### config.mk
export PLATFORM = sky130hd
export DESIGN_NAME = lbus_mko_master_flat
export DESIGN_NICKNAME = d
export VERILOG_FILES = /design/src/rtl/lbus_mko_pkg.sv /design/src/rtl/lbus_mko_master_if.sv /design/src/rtl/lbus_wait_counter.sv /design/src/rtl/lbus_mko_master.sv /design/src/flat_wrapper.sv
export SDC_FILE = /design/constraint.sdc
export NUM_CORES = 1
export LEC_CHECK = 0
export CAP_MARGIN = 20
export CORE_AREA = 2 2 78 88
export DETAILED_ROUTE_END_ITERATION = 10
export DIE_AREA = 0 0 80 90
export MAX_ROUTING_LAYER = met4
export PLACE_DENSITY_LB_ADDON = 0.3
export RECOVER_POWER = 25
export SYNTH_ARGS = -nofsm -noshare
export SYNTH_HDL_FRONTEND = slang
export SYNTH_SLANG_ARGS = --single-unit
### constraint.sdc
create_clock -name CLK_32 -period 2.15 [get_ports CLK_32]
set_input_delay 0.3225 -clock CLK_32 [delete_from_list [all_inputs] [get_ports CLK_32]]
set_output_delay 0.3225 -clock CLK_32 [all_outputs]
set_load 0.01 [all_outputs]
### src/rtl/lbus_mko_pkg.sv
// ---------------------------------------------------------------------------
// lbus_mko_pkg
//   Shared definitions for the MKO local-bus initiator:
//     - lbus_state_e : access sequencer states
//     - MKO0..MKO4, MKO_INT_REG : window codes carried in address bits [15:13]
//     - TMO_RDATA    : read value returned when the slave never acknowledges
//     - CNT_W        : width of the wait/hold counter
//     - win_sel()    : extracts the window code from a bus address
// ---------------------------------------------------------------------------
package lbus_mko_pkg;

    typedef enum logic [2:0] {
        IDLE,
        SETUP,
        STROBE,
        WAIT,
        HOLD,
        RELEASE,
        RESP
    } lbus_state_e;

    localparam logic [2:0] MKO0        = 3'b000;
    localparam logic [2:0] MKO1        = 3'b001;
    localparam logic [2:0] MKO2        = 3'b010;
    localparam logic [2:0] MKO3        = 3'b011;
    localparam logic [2:0] MKO4        = 3'b100;
    localparam logic [2:0] MKO_INT_REG = 3'b101;

    localparam logic [15:0] TMO_RDATA = 16'hFFFF;

    // Wide enough for TIMEOUT_CYCLES up to 255; the counter saturates there.
    localparam int CNT_W = 8;

    function automatic logic [2:0] win_sel(input logic [15:0] addr);
        return addr[15:13];
    endfunction

endpackage

### src/rtl/lbus_mko_master_if.sv
// ---------------------------------------------------------------------------
// lbus_mko_master_if
//   Bundles the requester handshake and the local-bus signals of the MKO
//   initiator.
//     master modport : the initiator's view (drives bus + response)
//     slave  modport : requester/slave view (drives request + acknowledge)
//   Request : req_valid, req_ready, req_we, req_addr, req_wdata
//   Response: rsp_valid, rsp_rdata, rsp_timeout
//   Bus     : Adr_slave_i_lbus_reg, We_slave_i_lbus_reg, Dat_slave_io_lbus,
//             ack_access_str, ack_access_reg_3, Dat_slave_o_lbus, ack_set_reg
// ---------------------------------------------------------------------------
interface lbus_mko_master_if #(
    parameter int WB_DATA_WIDTH = 16,
    parameter int WB_ADDR_WIDTH = 16
);
    logic                     req_valid;
    logic                     req_ready;
    logic                     req_we;
    logic [WB_ADDR_WIDTH-1:0] req_addr;
    logic [WB_DATA_WIDTH-1:0] req_wdata;

    logic                     rsp_valid;
    logic [WB_DATA_WIDTH-1:0] rsp_rdata;
    logic                     rsp_timeout;

    logic [WB_ADDR_WIDTH-1:0] Adr_slave_i_lbus_reg;
    logic                     We_slave_i_lbus_reg;
    logic [WB_DATA_WIDTH-1:0] Dat_slave_io_lbus;
    logic                     ack_access_str;
    logic                     ack_access_reg_3;
    logic [WB_DATA_WIDTH-1:0] Dat_slave_o_lbus;
    logic                     ack_set_reg;

    modport master (
        input  req_valid, req_we, req_addr, req_wdata,
        output req_ready,
        output rsp_valid, rsp_rdata, rsp_timeout,
        output Adr_slave_i_lbus_reg, We_slave_i_lbus_reg, Dat_slave_io_lbus,
        output ack_access_str, ack_access_reg_3,
        input  Dat_slave_o_lbus, ack_set_reg
    );

    modport slave (
        output req_valid, req_we, req_addr, req_wdata,
        input  req_ready,
        input  rsp_valid, rsp_rdata, rsp_timeout,
        input  Adr_slave_i_lbus_reg, We_slave_i_lbus_reg, Dat_slave_io_lbus,
        input  ack_access_str, ack_access_reg_3,
        output Dat_slave_o_lbus, ack_set_reg
    );

endinterface

### src/rtl/lbus_wait_counter.sv
// ---------------------------------------------------------------------------
// lbus_wait_counter
//   Saturating cycle counter for the acknowledge wait and the window hold.
//     CLK_32, RESET_N : clock, async active-low reset
//     clr             : synchronous clear (takes priority over inc)
//     inc             : count this cycle
//     hold_done       : count >= HOLD_CYCLES-1
//     tmo_hit         : count == TIMEOUT_CYCLES-1
// ---------------------------------------------------------------------------
module lbus_wait_counter #(
    parameter int HOLD_CYCLES    = 4,
    parameter int TIMEOUT_CYCLES = 64
) (
    input  logic CLK_32,
    input  logic RESET_N,
    input  logic clr,
    input  logic inc,
    output logic hold_done,
    output logic tmo_hit
);
    import lbus_mko_pkg::*;

    logic [CNT_W-1:0] cnt;

    // Saturate at all-ones so a stuck HOLD can never wrap back below the
    // hold threshold.
    always_ff @(posedge CLK_32 or negedge RESET_N) begin
        if (!RESET_N)
            cnt <= '0;
        else if (clr)
            cnt <= '0;
        else if (inc && (cnt != '1))
            cnt <= cnt + 1'b1;
    end

    assign hold_done = (cnt >= CNT_W'(HOLD_CYCLES - 1));
    assign tmo_hit   = (cnt == CNT_W'(TIMEOUT_CYCLES - 1));

endmodule

### src/rtl/lbus_mko_master.sv
// ---------------------------------------------------------------------------
// lbus_mko_master
//   Local-bus initiator for the MKO slave windows. Takes one request at a
//   time, presents address/we/data, fires a one-cycle access strobe, holds
//   the access window until the slave acknowledges (or the wait times out),
//   then returns read data and a timeout flag with a one-cycle rsp_valid.
//     CLK_32  : 32 MHz local-bus clock
//     RESET_N : asynchronous active-low reset
//     bus     : lbus_mko_master_if.master (request, response and bus pins)
//
//   Sequence: IDLE -> SETUP -> STROBE -> WAIT -> HOLD -> RELEASE -> RESP
//   (timeout skips HOLD). The counter is cleared leaving STROBE, so it reads
//   0 in the first WAIT cycle and counts WAIT+HOLD cycles after the strobe.
// ---------------------------------------------------------------------------
module lbus_mko_master #(
    parameter int WB_DATA_WIDTH  = 16,
    parameter int WB_ADDR_WIDTH  = 16,
    parameter int HOLD_CYCLES    = 4,
    parameter int TIMEOUT_CYCLES = 64
) (
    input  logic                  CLK_32,
    input  logic                  RESET_N,
    lbus_mko_master_if.master     bus
);
    import lbus_mko_pkg::*;

    lbus_state_e state;
    logic        cnt_clr;
    logic        cnt_inc;
    logic        hold_done;
    logic        tmo_hit;

    assign cnt_clr       = (state == STROBE);
    assign cnt_inc       = (state == WAIT) || (state == HOLD);
    assign bus.req_ready = (state == IDLE);

    lbus_wait_counter #(
        .HOLD_CYCLES    (HOLD_CYCLES),
        .TIMEOUT_CYCLES (TIMEOUT_CYCLES)
    ) u_wait_counter (
        .CLK_32    (CLK_32),
        .RESET_N   (RESET_N),
        .clr       (cnt_clr),
        .inc       (cnt_inc),
        .hold_done (hold_done),
        .tmo_hit   (tmo_hit)
    );

    always_ff @(posedge CLK_32 or negedge RESET_N) begin
        if (!RESET_N) begin
            state                    <= IDLE;
            bus.Adr_slave_i_lbus_reg <= '0;
            bus.We_slave_i_lbus_reg  <= 1'b0;
            bus.Dat_slave_io_lbus    <= '0;
            bus.ack_access_str       <= 1'b0;
            bus.ack_access_reg_3     <= 1'b0;
            bus.rsp_valid            <= 1'b0;
            bus.rsp_rdata            <= '0;
            bus.rsp_timeout          <= 1'b0;
        end else begin
            case (state)
                IDLE: begin
                    // Bus fields are latched here and left untouched until
                    // the next accept, so they are stable a full cycle ahead
                    // of the strobe.
                    if (bus.req_valid) begin
                        bus.Adr_slave_i_lbus_reg <= bus.req_addr;
                        bus.We_slave_i_lbus_reg  <= bus.req_we;
                        bus.Dat_slave_io_lbus    <= bus.req_wdata;
                        state                    <= SETUP;
                    end
                end
                SETUP: begin
                    bus.ack_access_str   <= 1'b1;
                    bus.ack_access_reg_3 <= 1'b1;
                    state                <= STROBE;
                end
                STROBE: begin
                    bus.ack_access_str <= 1'b0;
                    state              <= WAIT;
                end
                WAIT: begin
                    // Acknowledge is tested first so it wins a tie with the
                    // final timeout cycle.
                    if (bus.ack_set_reg) begin
                        bus.rsp_rdata   <= bus.Dat_slave_o_lbus;
                        bus.rsp_timeout <= 1'b0;
                        state           <= HOLD;
                    end else if (tmo_hit) begin
                        bus.rsp_rdata        <= WB_DATA_WIDTH'(TMO_RDATA);
                        bus.rsp_timeout      <= 1'b1;
                        bus.ack_access_reg_3 <= 1'b0;
                        state                <= RELEASE;
                    end
                end
                HOLD: begin
                    // Keeps the window open long enough for the slave's
                    // clk_16 STRBD/SELECT generation; a late acknowledge
                    // already satisfies this and leaves after one cycle.
                    if (hold_done) begin
                        bus.ack_access_reg_3 <= 1'b0;
                        state                <= RELEASE;
                    end
                end
                RELEASE: begin
                    // Window is low this cycle so the slave drops its ack.
                    bus.rsp_valid <= 1'b1;
                    state         <= RESP;
                end
                RESP: begin
                    bus.rsp_valid <= 1'b0;
                    state         <= IDLE;
                end
                default: begin
                    bus.ack_access_str   <= 1'b0;
                    bus.ack_access_reg_3 <= 1'b0;
                    bus.rsp_valid        <= 1'b0;
                    state                <= IDLE;
                end
            endcase
        end
    end

endmodule

### src/flat_wrapper.sv
// flat-port wrapper written by rule: the top's interface ports become plain ports
module lbus_mko_master_flat import lbus_mko_pkg::*;
#(
    parameter int WB_DATA_WIDTH  = 16,
    parameter int WB_ADDR_WIDTH  = 16,
    parameter int HOLD_CYCLES    = 4,
    parameter int TIMEOUT_CYCLES = 64
)
  (CLK_32, RESET_N, bus_req_valid, bus_req_we, bus_req_addr, bus_req_wdata, bus_req_ready, bus_rsp_valid, bus_rsp_rdata, bus_rsp_timeout, bus_Adr_slave_i_lbus_reg, bus_We_slave_i_lbus_reg, bus_Dat_slave_io_lbus, bus_ack_access_str, bus_ack_access_reg_3, bus_Dat_slave_o_lbus, bus_ack_set_reg);
  lbus_mko_master_if #(.WB_DATA_WIDTH(WB_DATA_WIDTH), .WB_ADDR_WIDTH(WB_ADDR_WIDTH)) bus_i ();
  input  logic CLK_32;
  input  logic RESET_N;
  input wire logic [$bits(bus_i.req_valid)-1:0] bus_req_valid;
  input wire logic [$bits(bus_i.req_we)-1:0] bus_req_we;
  input wire logic [$bits(bus_i.req_addr)-1:0] bus_req_addr;
  input wire logic [$bits(bus_i.req_wdata)-1:0] bus_req_wdata;
  output wire logic [$bits(bus_i.req_ready)-1:0] bus_req_ready;
  output wire logic [$bits(bus_i.rsp_valid)-1:0] bus_rsp_valid;
  output wire logic [$bits(bus_i.rsp_rdata)-1:0] bus_rsp_rdata;
  output wire logic [$bits(bus_i.rsp_timeout)-1:0] bus_rsp_timeout;
  output wire logic [$bits(bus_i.Adr_slave_i_lbus_reg)-1:0] bus_Adr_slave_i_lbus_reg;
  output wire logic [$bits(bus_i.We_slave_i_lbus_reg)-1:0] bus_We_slave_i_lbus_reg;
  output wire logic [$bits(bus_i.Dat_slave_io_lbus)-1:0] bus_Dat_slave_io_lbus;
  output wire logic [$bits(bus_i.ack_access_str)-1:0] bus_ack_access_str;
  output wire logic [$bits(bus_i.ack_access_reg_3)-1:0] bus_ack_access_reg_3;
  input wire logic [$bits(bus_i.Dat_slave_o_lbus)-1:0] bus_Dat_slave_o_lbus;
  input wire logic [$bits(bus_i.ack_set_reg)-1:0] bus_ack_set_reg;
  assign bus_i.req_valid = bus_req_valid;
  assign bus_i.req_we = bus_req_we;
  assign bus_i.req_addr = bus_req_addr;
  assign bus_i.req_wdata = bus_req_wdata;
  assign bus_req_ready = bus_i.req_ready;
  assign bus_rsp_valid = bus_i.rsp_valid;
  assign bus_rsp_rdata = bus_i.rsp_rdata;
  assign bus_rsp_timeout = bus_i.rsp_timeout;
  assign bus_Adr_slave_i_lbus_reg = bus_i.Adr_slave_i_lbus_reg;
  assign bus_We_slave_i_lbus_reg = bus_i.We_slave_i_lbus_reg;
  assign bus_Dat_slave_io_lbus = bus_i.Dat_slave_io_lbus;
  assign bus_ack_access_str = bus_i.ack_access_str;
  assign bus_ack_access_reg_3 = bus_i.ack_access_reg_3;
  assign bus_i.Dat_slave_o_lbus = bus_Dat_slave_o_lbus;
  assign bus_i.ack_set_reg = bus_ack_set_reg;
  lbus_mko_master #(.WB_DATA_WIDTH(WB_DATA_WIDTH), .WB_ADDR_WIDTH(WB_ADDR_WIDTH), .HOLD_CYCLES(HOLD_CYCLES), .TIMEOUT_CYCLES(TIMEOUT_CYCLES)) u_core (.CLK_32(CLK_32), .RESET_N(RESET_N), .bus(bus_i));
endmodule
Word-level counts from Yosys, hierarchy flattened --
Index checks and enable logic that the tools add are counted. Widths: inputs -> output; s select.
Storage, ports and cells: register bits 64, word-level logic and storage cells 55
Operators by class: $add $sub $neg 1, magnitude comparators 1, equality and inequality tests 13, mux-type cells 17, bitwise logic cells 1, reduce and logical (&&, ||, !) cells 12
Operators with widths (number):
- $mux 16 | 2
- $pmux 3 s6 | 1
- $mux 8 | 2
- $mux 3 | 4
- $reduce_or 5->1 | 2
- $eq 3x3->1 const B | 3
- $add 8x1->8 const B | 1
- $eq 8x6->1 const B | 1
- $ge 8x2->1 const B | 1
- $ne 8x8->1 const B | 1
- $eq 3x2->1 const B | 2
- $mux 1 | 5
- $ne 2x1->1 const B | 2
- $ne 2x2->1 const B | 2
- $pmux 1 s2 | 2
- $pmux 1 s4 | 1
- $reduce_and 2->1 | 2
- $reduce_and 4->1 | 1
- $reduce_bool 2->1 | 2
- $reduce_or 4->1 | 1
- $eq 3x1->1 const B | 1
- $logic_not 3->1 | 1
- $ne 3x2->1 const B | 1
- $reduce_and 3->1 | 1
- 3 further kinds | 3

Logic depth before layout (Yosys ltp) --
Gate-level depths: netlist of run 1.
depth after elaboration 5, depth in mapped cells 7, mapped depth without buffers 5

Cells and area by module --
Synthesis of run 1 repeated with hierarchy kept, for this count alone.
Second synthesis, totals: cells, all modules 217, area, all modules 2975.4 sq um
Modules (own cells, without submodules):
- lbus_mko_master | times used 1, cells an instance 166, area an instance 2446.1 sq um
- lbus_wait_counter | times used 1, cells an instance 51, area an instance 529.3 sq um

Least setup slack after synthesis of run 1 --
No wires, ideal clock.
kind register -> register, from reg u_core.state[2], to reg u_core.bus.Adr_slave_i_lbus_reg[0], arrival 1.581 ns, data required time 2.025 ns, slack 0.444 ns, cell stages (with the launch flop) 6, period minus slack after synthesis 1.706 ns, path through dfrtp_1 > nor3_1 > and2_1 > buf_2 > buf_2 > mux2_2
On the way: longest elaborated chain between the ends 2
RTL lines:
- start: declaration | line lbus_mko_master.sv:27 | lbus_state_e state;
- start signal: assignment | line lbus_mko_master.sv:51 | state <= IDLE;
- start signal: assignment | line lbus_mko_master.sv:70 | state <= SETUP;
- start signal: assignment | line lbus_mko_master.sv:76 | state <= STROBE;
- $logic_not 3->1
- named net bus_req_ready | line flat_wrapper.sv:17 | output wire logic [$bits(bus_i.req_ready)-1:0] bus_req_ready;
- $reduce_and 2->1 (no source line)
- end signal: assignment | line lbus_mko_master.sv:67 | bus.Adr_slave_i_lbus_reg <= bus.req_addr;
- end: declaration | line lbus_mko_master_if.sv:38 | output Adr_slave_i_lbus_reg, We_slave_i_lbus_reg, Dat_slave_io_lbus,
The timed path passes the listed nets, and every way through them passes these cells. A chain may end at the register's enable or synchronous reset.

Worst setup path after layout of run 1 --
from reg u_core.state[2], to out bus_req_ready
On the way: longest elaborated chain between the ends 1
RTL lines:
- $logic_not 3->1 | line lbus_mko_master.sv:35 | assign bus.req_ready = (state == IDLE);
- end: declaration | line flat_wrapper.sv:17
Every way passes these cells.

==> results of run 1 <==
worst register-to-register path, cell delays in order, from the launching register on:
cell,delay [ps]
dfrtp_1,390
ha_1,250
nand3_4,130
o32ai_2,560
buf_4,250
mux2i_1,180
nor2_1,50
cell families after synthesis:
| logic type | count (synthesis) | share of synthesized area [%] |
|---|---|---|
| buffers and inverters | 14 | 3.297 |
| multiplexers | 36 | 15.12 |
| adder cells (fa/ha/maj) | 1 | 0.4710 |
| AO/OA/AOI/OAI | 41 | 13.19 |
| AND/OR/NAND/NOR | 34 | 7.301 |
| XOR/XNOR | 1 | 0.3298 |
| flip-flops | 64 | 60.29 |
metrics by stage:
stage / util [%] / power [mW] / setup WS (ps) / instances
after floorplan: - / 3.307 / 444.5 / 191
after global placement: 59.64 / 4.540 / 274.8 / 372
after detailed placement: 59.64 / 4.602 / 220.5 / 372
after CTS: 62.55 / 5.574 / 106.5 / 388
after global routing: 62.33 / 5.835 / 17.07 / 388
final: 62.33 / 5.506 / 134.6 / 388
how the worst min path moves through the flow:
| stage | endpoint | slack (ps) | depth (start not counted) | start |
|---|---|---|---|---|
| finish | u_core.bus.Adr_slave_i_lbus_reg[2] | 310 | 1 | RESET_N |
| global route | u_core.bus.Dat_slave_io_lbus[15] | 460 | 1 | RESET_N |
| CTS | u_core.bus.Adr_slave_i_lbus_reg[2] | 10 | 1 | RESET_N |
| detailed placement | u_core.bus.Adr_slave_i_lbus_reg[2] | 380 | 1 | RESET_N |
| global placement | u_core.bus.Adr_slave_i_lbus_reg[2] | 380 | 1 | RESET_N |
| floorplan | u_core.bus.Adr_slave_i_lbus_reg[0] | 30 | 0 | RESET_N |
per-layer routing:
layer	vias up	track usage, %	share of wire, %
met3	7	5.522	6.2
li1	924	-	-
met4	0	8.051	1.5
met2	65	27.29	50
met1	972	19.81	42
met5	-	-	0
power groups by stage:
| stage | Sequential, mW | Clock (mW) | Combinational, mW |
|---|---|---|---|
| finish | 2.10 | 0.949 | 2.45 |
| global route | 2.17 | 1.03 | 2.63 |
| CTS | 2.10 | 0.982 | 2.49 |
| detailed placement | 2.12 | 0 | 2.48 |
| global placement | 2.10 | 0 | 2.44 |
| floorplan | 2.29 | 0 | 1.02 |
final cells by class:
class / count / area share, %
inverter: 3 / 0.2840
tap: 82 / 2.588
sequential: 64 / 40.39
clock buffer: 14 / 4.355
clock inverter: 2 / 0.3156
multi-input combinational: 113 / 24.39
timing repair buffer: 110 / 27.67
cell usage after synthesis, drive strengths merged:
cell	n	area (um^2)
dfrtp	64	1602
mux2	33	371.6
o22a	16	160.2
buf	8	65.06
nand2	8	30.03
nor2	7	26.28
a21oi	5	25.02
o31ai	5	37.54
clkbuf	3	11.26
inv	3	11.26
mux2i	3	30.03
nor2b	3	18.77
nor3	3	15.01
o211ai	3	22.52
o21ai	3	15.01
a31oi	2	12.51
and2	2	12.51
nand3	2	22.52
nand4	2	12.51
o41ai	2	25.03
or4	2	15.01
a21boi	1	7.510
a22o	1	8.760
and3b	1	10.01
ha	1	12.51
nor3b	1	12.51
nor4	1	6.260
o2111a	1	11.26
o2111ai	1	8.760
o32ai	1	16.27
or2	1	6.260
or3	1	6.260
xor2	1	8.760
==> metrics.txt, run 1 <==
# TYPE chip_impl_metric gauge
chip_impl_info{name="ctsRootBufferMaster",value="clkbuf_8"} 1
chip_impl_metric{name="post_cts_resize_count",unit=""} 0
chip_impl_metric{name="synthesis.yosys.warnings",unit=""} 0
chip_impl_metric{name="max_cap_violations",unit=""} 0
chip_impl_metric{name="final_nets",unit=""} 355
chip_impl_metric{name="p_comb_share",unit="%"} 44.6
chip_impl_info{name="start_kind",value="flip-flop"} 1
chip_impl_metric{name="post_syn_instances",unit=""} 191
chip_impl_metric{name="hold_viol_final",unit=""} 0
chip_impl_metric{name="largest_net_degree_at_the_start_of_global_routing",unit=""} 38
chip_impl_info{name="setup.worst_path.start",value="u_core.state[2]"} 1
chip_impl_info{name="rsz0062_at_grt",value="no"} 1
chip_impl_metric{name="post_synth_num_cell_types",unit=""} 38
chip_impl_metric{name="setup_violations",unit=""} 0
chip_impl_info{name="crit_path_end",value="bus_req_ready"} 1
chip_impl_info{name="outcome",value="completed"} 1
chip_impl_metric{name="stages_on_the_worst_setup_path",unit=""} 2
chip_impl_metric{name="cts_max_path_buffers",unit=""} 2
chip_impl_metric{name="dr_total_vias",unit=""} 1968
chip_impl_metric{name="cts.htree.levels",unit=""} 3
chip_impl_metric{name="dpl_wire_length",unit="mm"} 4.088
chip_impl_metric{name="post_synthesis_to_final_layout_area_growth",unit="%"} 49.27
chip_impl_info{name="layout.cells.most_common_list",value="clkdlybuf4s50_1, dfrtp_1, mux2_2"} 1
chip_impl_metric{name="cts_hold_buf",unit=""} 0
chip_impl_info{name="cts_tree",value="yes"} 1
chip_impl_metric{name="num_antenna_cells",unit=""} 0
chip_impl_metric{name="power.switching",unit="mW"} 1.711
chip_impl_metric{name="clk-insertion-delay-late",unit="ps"} 330
chip_impl_metric{name="timing.final.crit_share",unit="%"} 93.74
chip_impl_metric{name="timing.final.crit_period",unit="ps"} 2015
chip_impl_info{name="rr_endpoint",value="u_core.u_wait_counter.cnt[1]"} 1
chip_impl_metric{name="vias_per_cell",unit=""} 5.072
chip_impl_metric{name="gr-total-overflow",unit=""} 0
chip_impl_metric{name="r2r.worst_path.cells",unit=""} 6
chip_impl_metric{name="worstMarginPinSlew",unit="ps"} 1437
chip_impl_metric{name="power.density",unit="nW/um^2"} 1389
chip_impl_info{name="mostFrequentLayoutCell",value="clkdlybuf4s50_1"} 1
chip_impl_info{name="crit_type",value="flip-flop to output port"} 1
chip_impl_metric{name="wl_per_cell",unit="um"} 14.88
chip_impl_metric{name="synth_seq_area_share",unit="%"} 60.29
chip_impl_metric{name="num_io_pins",unit=""} 107
chip_impl_info{name="min_path_type",value="primary input to asynchronous set/reset pin"} 1
chip_impl_metric{name="maxSlewViolCount",unit=""} 0
chip_impl_metric{name="grt_pass1_wl",unit="mm"} 9.239
chip_impl_info{name="crit_path_cells",value="nor3_1 -> clkdlybuf4s50_1"} 1
chip_impl_metric{name="floorplan.die.height",unit="um"} 90
chip_impl_metric{name="static-leakage-power",unit="nW"} 1.591
chip_impl_metric{name="mappedNetlistArea",unit="um^2"} 2656
chip_impl_metric{name="max-vdd-ir-drop",unit="uV"} 654.2
chip_impl_metric{name="worst_hold_slack",unit="ps"} 309.5
chip_impl_metric{name="drt_drc_violations_left",unit=""} 0
chip_impl_metric{name="internal_power",unit="mW"} 3.794
chip_impl_metric{name="drive_gt1_share",unit="%"} 23.86
chip_impl_metric{name="path_buf_inv",unit=""} 1
chip_impl_metric{name="drt-pass1-iter-count",unit=""} 4
chip_impl_metric{name="cp_max_fo",unit=""} 13
chip_impl_info{name="timing.critical_path.to_type",value="output port"} 1
chip_impl_metric{name="multi_input_area",unit="um^2"} 967.2
chip_impl_metric{name="final_cell_area",unit="um^2"} 3965
chip_impl_metric{name="timing.max_slew.rel_slack",unit="%"} 4.203
chip_impl_metric{name="post-cts-setup-buffers",unit=""} 0
chip_impl_metric{name="synth_fp_nets",unit=""} 245
chip_impl_metric{name="placeableCoreArea",unit="um^2"} 6361
chip_impl_metric{name="initialDrtViolationCount",unit=""} 78
chip_impl_metric{name="power.share.switching",unit="%"} 31.08
chip_impl_metric{name="gp_routability_congestion",unit=""} 0.8157
chip_impl_info{name="r2r_start",value="u_core.u_wait_counter.cnt[0]"} 1
chip_impl_metric{name="clk_pin_slew",unit="ps"} 70
chip_impl_metric{name="first_global_vias",unit=""} 1919
chip_impl_metric{name="cp.arrival",unit="ps"} 1690
chip_impl_metric{name="crit_required",unit="ps"} 1830
chip_impl_metric{name="avg_cell_area_syn",unit="um^2"} 13.91
chip_impl_metric{name="tritoncts.num_buffers",unit=""} 9
chip_impl_metric{name="initial_antenna_violation_count",unit=""} 0
chip_impl_metric{name="cpPeakStageDelay",unit="ps"} 580
chip_impl_metric{name="grt_util_all_layers",unit="%"} 17.28
chip_impl_metric{name="die_x",unit="um"} 80
chip_impl_info{name="critical_path.top_delay_family",value="buffers and inverters"} 1
chip_impl_metric{name="cts_num_sinks",unit=""} 64
chip_impl_metric{name="place_area",unit="um^2"} 3794
chip_impl_metric{name="share_of_power_burned_in_registers",unit="%"} 38.2
chip_impl_metric{name="nFillCells",unit=""} 499
chip_impl_info{name="critical_path_s_slowest_cell",value="clkdlybuf4s50_1"} 1
chip_impl_metric{name="finClkSkew",unit="ps"} 8.207
chip_impl_metric{name="port_buffers",unit=""} 106
chip_impl_metric{name="maxClockFrequency",unit="MHz"} 496.2
chip_impl_metric{name="synth-seq-cells",unit=""} 64
chip_impl_metric{name="routed_wirelength",unit="mm"} 5.775
chip_impl_metric{name="placement_rows",unit=""} 31
chip_impl_metric{name="design.die.area",unit="um^2"} 7200
chip_impl_metric{name="setup_tns_final",unit="ps"} 0
chip_impl_metric{name="worst_r2r_setup_slack",unit="ps"} 200
chip_impl_metric{name="initial_standard_cell_utilization_of_the_core",unit="%"} 41.76
chip_impl_metric{name="detail-route-antenna-nets",unit=""} 0
chip_impl_metric{name="ff_latch_area",unit="um^2"} 1602
chip_impl_metric{name="clkPwrFrac",unit="%"} 17.2
Power figures use the tool's default switching activity.
==> run 2: changes to the inputs <==
--- a/constraint.sdc
+++ b/constraint.sdc
@@ -3,2 +3,2 @@
 set_output_delay 0.3225 -clock CLK_32 [all_outputs]
-set_load 0.01 [all_outputs]
+set_load 0.005 [all_outputs]
==> metrics.txt, run 2 (synthesis gave the netlist of run 1 again) <==
# TYPE chip_impl_metric gauge
chip_impl_metric{name="cp_max_fo",unit=""} 13
chip_impl_metric{name="gp_routability_congestion",unit=""} 0.8189
chip_impl_metric{name="drt_drc_violations_left",unit=""} 0
chip_impl_metric{name="placement_rows",unit=""} 31
chip_impl_info{name="min_path_type",value="flip-flop to flip-flop"} 1
chip_impl_metric{name="ff_latch_area",unit="um^2"} 1602
chip_impl_info{name="layout.cells.most_common_list",value="clkdlybuf4s50_1, dfrtp_1, mux2_2"} 1
chip_impl_info{name="rr_endpoint",value="u_core.u_wait_counter.cnt[5]"} 1
chip_impl_metric{name="worstMarginPinSlew",unit="ps"} 950.9
chip_impl_metric{name="r2r.worst_path.cells",unit=""} 4
chip_impl_metric{name="dr_total_vias",unit=""} 1960
chip_impl_info{name="outcome",value="completed"} 1
chip_impl_metric{name="drt-pass1-iter-count",unit=""} 4
chip_impl_metric{name="finClkSkew",unit="ps"} 9.888
chip_impl_metric{name="timing.final.crit_period",unit="ps"} 1998
chip_impl_info{name="cts_tree",value="yes"} 1
chip_impl_metric{name="port_buffers",unit=""} 106
chip_impl_metric{name="first_global_vias",unit=""} 1965
chip_impl_metric{name="clk-insertion-delay-late",unit="ps"} 340
chip_impl_info{name="timing.critical_path.to_type",value="output port"} 1
chip_impl_metric{name="cp.arrival",unit="ps"} 1680
chip_impl_metric{name="wl_per_cell",unit="um"} 15.39
chip_impl_info{name="setup.worst_path.start",value="u_core.state[2]"} 1
chip_impl_metric{name="crit_required",unit="ps"} 1830
chip_impl_metric{name="maxSlewViolCount",unit=""} 0
chip_impl_metric{name="largest_net_degree_at_the_start_of_global_routing",unit=""} 34
chip_impl_metric{name="gr-total-overflow",unit=""} 0
chip_impl_info{name="mostFrequentLayoutCell",value="clkdlybuf4s50_1"} 1
chip_impl_info{name="hold_path_startpoint",value="u_core.bus.rsp_rdata[12]"} 1
chip_impl_metric{name="timing.max_slew.rel_slack",unit="%"} 36.60
chip_impl_metric{name="setup_tns_final",unit="ps"} 0
chip_impl_metric{name="post_synthesis_to_final_layout_area_growth",unit="%"} 51.53
chip_impl_metric{name="initial_standard_cell_utilization_of_the_core",unit="%"} 41.76
chip_impl_metric{name="num_io_pins",unit=""} 107
chip_impl_metric{name="hold_viol_final",unit=""} 0
chip_impl_metric{name="cts.htree.levels",unit=""} 3
chip_impl_metric{name="detail-route-antenna-nets",unit=""} 0
chip_impl_metric{name="die_x",unit="um"} 80
chip_impl_metric{name="setup_violations",unit=""} 0
chip_impl_info{name="crit_type",value="flip-flop to output port"} 1
chip_impl_metric{name="design.die.area",unit="um^2"} 7200
chip_impl_info{name="crit_path_end",value="bus_req_ready"} 1
chip_impl_metric{name="grt_pass1_wl",unit="mm"} 9.515
chip_impl_metric{name="vias_per_cell",unit=""} 5.039
chip_impl_metric{name="num_antenna_cells",unit=""} 0
chip_impl_metric{name="drive_gt1_share",unit="%"} 23.78
chip_impl_metric{name="cts_max_path_buffers",unit=""} 2
chip_impl_metric{name="final_nets",unit=""} 357
chip_impl_info{name="start_kind",value="flip-flop"} 1
chip_impl_metric{name="placeableCoreArea",unit="um^2"} 6361
chip_impl_metric{name="initialDrtViolationCount",unit=""} 59
chip_impl_metric{name="multi_input_area",unit="um^2"} 977.2
chip_impl_info{name="ctsRootBufferMaster",value="clkbuf_8"} 1
chip_impl_metric{name="routed_wirelength",unit="mm"} 5.985
chip_impl_metric{name="tritoncts.num_buffers",unit=""} 9
chip_impl_metric{name="worst_r2r_setup_slack",unit="ps"} 200
chip_impl_metric{name="clk_pin_slew",unit="ps"} 60
chip_impl_metric{name="max_cap_violations",unit=""} 0
chip_impl_metric{name="final_util",unit="%"} 63.28
chip_impl_metric{name="static-leakage-power",unit="nW"} 1.622
chip_impl_metric{name="initial_antenna_violation_count",unit=""} 0
chip_impl_metric{name="grt_util_all_layers",unit="%"} 17.65
chip_impl_metric{name="power.density",unit="nW/um^2"} 1373
chip_impl_metric{name="timing.final.crit_share",unit="%"} 92.94
chip_impl_metric{name="floorplan.die.height",unit="um"} 90
chip_impl_metric{name="dpl_wire_length",unit="mm"} 4.185
chip_impl_info{name="r2r_start",value="u_core.state[0]"} 1
chip_impl_metric{name="cts_num_sinks",unit=""} 64
chip_impl_info{name="rsz0062_at_grt",value="no"} 1
chip_impl_metric{name="worst_hold_slack",unit="ps"} 488.2
chip_impl_metric{name="maxClockFrequency",unit="MHz"} 500.4
chip_impl_metric{name="max-vdd-ir-drop",unit="uV"} 686.0
chip_impl_metric{name="nFillCells",unit=""} 511
## run 2: per-layer routing
metal  part of all wire (%)  GRT usage, %  wire (um)  up-vias
met1                     42         21.10       2488      947
met5                      0             -          0        -
li1                       -             -          -      933
met2                     50         27.64       3005       66
met3                    5.5         3.614        330       14
met4                    2.7         9.746        159        0
## run 2: metrics by stage
stage	cells	total power, mW	cell area (um^2)	setup WS [ps]
2_1_floorplan	191	3.112	2656	548.2
5_1_grt	389	5.878	4025	72.51
3_5_place_dp	373	4.411	3789	165.5
4_1_cts	389	5.579	4019	148.8
3_3_place_gp	373	4.340	3789	249.2
6_report	389	5.528	4025	151.8
## run 2: area by class of cell
type                    count  share of cell area (%)
multi-input cells         113                   24.28
well taps                  82                   2.549
clock inverters             3                   1.616
repair buffers            112                   27.63
clock buffers              12                   3.855
flip-flops and latches     64                   39.79
inverters                   3                  0.2798
## run 2: worst max-delay path: stages (launching register included)
cell	delay [ps]
dfrtp_1	520
nor3_1	280
clkdlybuf4s50_1	550
## run 2: how the worst min path moves through the flow
stage | slack, ps | cells after the start | endpoint
after floorplan | 30 | 0 | u_core.bus.Adr_slave_i_lbus_reg[0]
after global placement | 280 | 1 | u_core.bus.Adr_slave_i_lbus_reg[2]
after detailed placement | 280 | 1 | u_core.bus.Adr_slave_i_lbus_reg[15]
after CTS | 450 | 2 | u_core.bus.Adr_slave_i_lbus_reg[12]
after global routing | 510 | 1 | u_core.bus.rsp_rdata[7]
final | 490 | 1 | u_core.bus.rsp_rdata[12]
## run 2: report_power, final
part           internal [mW]  switching [mW]
combinational           1.53           0.744
clock                  0.709           0.436
sequential              1.75           0.357
total                   3.99            1.54
## run 2: repair_timing
| action | CTS | global route |
|---|---|---|
| hold buffers | 1 | 0 |
| setup buffers | 0 | 0 |
| hold endpoints to repair | 17 | 0 |
| endpoints found under the setup margin | 0 | 2 |
| resized for setup | 0 | 1 |
==> run 3: changes to the inputs <==
CORE_AREA = 2 2 81 91   (was 2 2 78 88)
DIE_AREA = 0 0 83 93   (was 0 0 80 90)
==> metrics.txt, run 3 (synthesis gave the netlist of run 1 again) <==
# TYPE chip_impl_metric gauge
chip_impl_info{name="crit_type",value="flip-flop to output port"} 1
chip_impl_metric{name="final_nets",unit=""} 356
chip_impl_metric{name="maxClockFrequency",unit="MHz"} 507.5
chip_impl_metric{name="timing.final.crit_share",unit="%"} 91.64
chip_impl_metric{name="maxSlewViolCount",unit=""} 65
chip_impl_metric{name="dr_total_vias",unit=""} 1989
chip_impl_metric{name="design.die.area",unit="um^2"} 7719
chip_impl_metric{name="gr-total-overflow",unit=""} 0
chip_impl_metric{name="num_io_pins",unit=""} 107
chip_impl_metric{name="gp_routability_congestion",unit=""} 0.8337
chip_impl_metric{name="cts_num_sinks",unit=""} 64
chip_impl_metric{name="hold_viol_final",unit=""} 0
chip_impl_metric{name="worst_hold_slack",unit="ps"} 470.9
chip_impl_metric{name="tritoncts.num_buffers",unit=""} 9
chip_impl_metric{name="routed_wirelength",unit="mm"} 5.806
chip_impl_metric{name="grt_util_all_layers",unit="%"} 16.14
chip_impl_metric{name="post_synthesis_to_final_layout_area_growth",unit="%"} 50.45
chip_impl_metric{name="finClkSkew",unit="ps"} 9.250
chip_impl_metric{name="drt-pass1-iter-count",unit=""} 4
chip_impl_metric{name="initial_antenna_violation_count",unit=""} 0
chip_impl_metric{name="initial_standard_cell_utilization_of_the_core",unit="%"} 38.80
chip_impl_metric{name="clk-insertion-delay-late",unit="ps"} 320
chip_impl_metric{name="placement_rows",unit=""} 32
chip_impl_info{name="crit_path_cells",value="nor3_1 -> clkdlybuf4s50_1"} 1
chip_impl_metric{name="drive_gt1_share",unit="%"} 25.08
chip_impl_info{name="rsz0062_at_grt",value="no"} 1
chip_impl_metric{name="setup_tns_final",unit="ps"} 0
chip_impl_metric{name="largest_net_degree_at_the_start_of_global_routing",unit=""} 65
chip_impl_metric{name="cp_max_fo",unit=""} 13
chip_impl_metric{name="cpPeakStageDelay",unit="ps"} 540
chip_impl_metric{name="timing.final.crit_period",unit="ps"} 1970
chip_impl_metric{name="dpl_wire_length",unit="mm"} 4.117
chip_impl_metric{name="post-cts-setup-buffers",unit=""} 0
chip_impl_info{name="setup.worst_path.start",value="u_core.state[2]"} 1
chip_impl_metric{name="crit_required",unit="ps"} 1830
chip_impl_metric{name="first_global_vias",unit=""} 2072
chip_impl_info{name="timing.critical_path.to_type",value="output port"} 1
chip_impl_info{name="critical_path_s_slowest_cell",value="clkdlybuf4s50_1"} 1
chip_impl_metric{name="setup_violations",unit=""} 0
chip_impl_metric{name="path_buf_inv",unit=""} 1
chip_impl_metric{name="stages_on_the_worst_setup_path",unit=""} 2
chip_impl_metric{name="floorplan.die.height",unit="um"} 93
chip_impl_metric{name="power.density",unit="nW/um^2"} 1354
chip_impl_metric{name="placeableCoreArea",unit="um^2"} 6847
chip_impl_metric{name="post_cts_resize_count",unit=""} 0
chip_impl_metric{name="detail-route-antenna-nets",unit=""} 0
chip_impl_metric{name="cts.htree.levels",unit=""} 3
chip_impl_metric{name="drt_drc_violations_left",unit=""} 0
chip_impl_metric{name="static-leakage-power",unit="nW"} 1.607
chip_impl_metric{name="cts_hold_buf",unit=""} 0
chip_impl_metric{name="worst_r2r_setup_slack",unit="ps"} 280
chip_impl_info{name="layout.cells.most_common_list",value="clkdlybuf4s50_1, dfrtp_1, mux2_2"} 1
chip_impl_metric{name="die_x",unit="um"} 83
chip_impl_info{name="ctsRootBufferMaster",value="clkbuf_8"} 1
chip_impl_info{name="mostFrequentLayoutCell",value="clkdlybuf4s50_1"} 1
chip_impl_metric{name="cp.arrival",unit="ps"} 1650
chip_impl_info{name="r2r_start",value="u_core.u_wait_counter.cnt[0]"} 1
chip_impl_info{name="cts_tree",value="yes"} 1
chip_impl_info{name="start_kind",value="flip-flop"} 1
chip_impl_info{name="min_path_type",value="primary input to asynchronous set/reset pin"} 1
chip_impl_info{name="critical_path.top_delay_family",value="buffers and inverters"} 1
chip_impl_metric{name="max-vdd-ir-drop",unit="uV"} 683.2
chip_impl_metric{name="clk_pin_slew",unit="ps"} 70
chip_impl_metric{name="r2r.worst_path.cells",unit=""} 6
chip_impl_metric{name="timing.max_slew.rel_slack",unit="%"} -3.518
chip_impl_info{name="crit_path_end",value="bus_req_ready"} 1
chip_impl_metric{name="worstMarginPinSlew",unit="ps"} 1553
chip_impl_metric{name="port_buffers",unit=""} 106
chip_impl_metric{name="max_cap_violations",unit=""} 1
chip_impl_metric{name="initialDrtViolationCount",unit=""} 31
chip_impl_metric{name="grt_pass1_wl",unit="mm"} 9.660
chip_impl_info{name="rr_endpoint",value="u_core.u_wait_counter.cnt[1]"} 1
chip_impl_info{name="outcome",value="finished, violations left"} 1
chip_impl_metric{name="num_antenna_cells",unit=""} 0
chip_impl_metric{name="vias_per_cell",unit=""} 5.074
chip_impl_metric{name="wl_per_cell",unit="um"} 14.81
chip_impl_info{name="failed_checks",value="max-capacitance violations, max-slew violations"} 1
chip_impl_metric{name="cts_max_path_buffers",unit=""} 2
run 3: worst min path at each step:
stage                            startpoint                                 end  cells past startpoint  slack [ps]
detailed placement                  RESET_N             u_core.bus.rsp_rdata[4]                      2         360
global route        u_core.bus.rsp_rdata[9]             u_core.bus.rsp_rdata[9]                      1         510
finish                              RESET_N            u_core.bus.rsp_rdata[15]                      2         470
CTS                                 RESET_N             u_core.bus.rsp_rdata[4]                      2           1
floorplan                           RESET_N  u_core.bus.Adr_slave_i_lbus_reg[0]                      0          30
global placement                    RESET_N             u_core.bus.rsp_rdata[0]                      2         360
run 3: area by class of cell:
class,instances,area [um^2]
inverter,3,11.26
timing repair buffer,111,1104
sequential,64,1602
clock buffer,11,151.4
fill,580,2850
multi-input combinational,113,967.2
clock inverter,5,55.05
tap,85,106.4
run 3: stage by stage:
| stage | cell area, um^2 | power [mW] | setup slack [ps] | std cells | util [%] |
|---|---|---|---|---|---|
| 3_3_place_gp | 3805 | 4.361 | 349.0 | 376 | 55.57 |
| 6_report | 3996 | 5.410 | 179.7 | 392 | 58.37 |
| 4_1_cts | 4011 | 5.500 | 156.9 | 392 | 58.59 |
| 5_1_grt | 3996 | 5.774 | 28.34 | 392 | 58.37 |
| 3_5_place_dp | 3805 | 4.436 | 277.2 | 376 | 55.57 |
| 2_1_floorplan | 2656 | 3.112 | 548.2 | 191 | - |
run 3: power breakdown:
| group | switching (mW) | total [mW] | internal, mW |
|---|---|---|---|
| Sequential | 0.362 | 2.11 | 1.75 |
| Combinational | 0.723 | 2.26 | 1.54 |
| Clock | 0.443 | 1.04 | 0.594 |
| Total | 1.53 | 5.41 | 3.88 |
run 3: metal layers:
metal / vias to the layer above / routed length, um / track usage [%]
met5: - / 0 / -
met4: 0 / 43 / 5.328
met3: 4 / 298 / 5.472
met2: 66 / 2932 / 26.01
met1: 986 / 2531 / 19.20
li1: 933 / - / -
run 3: worst register-to-register path: stages, from the launching register on:
cell     delay [ps]
dfrtp_1         390
ha_1            260
nand3_4         130
o32ai_2         500
buf_4           230
mux2i_1         180
nor2_1           50
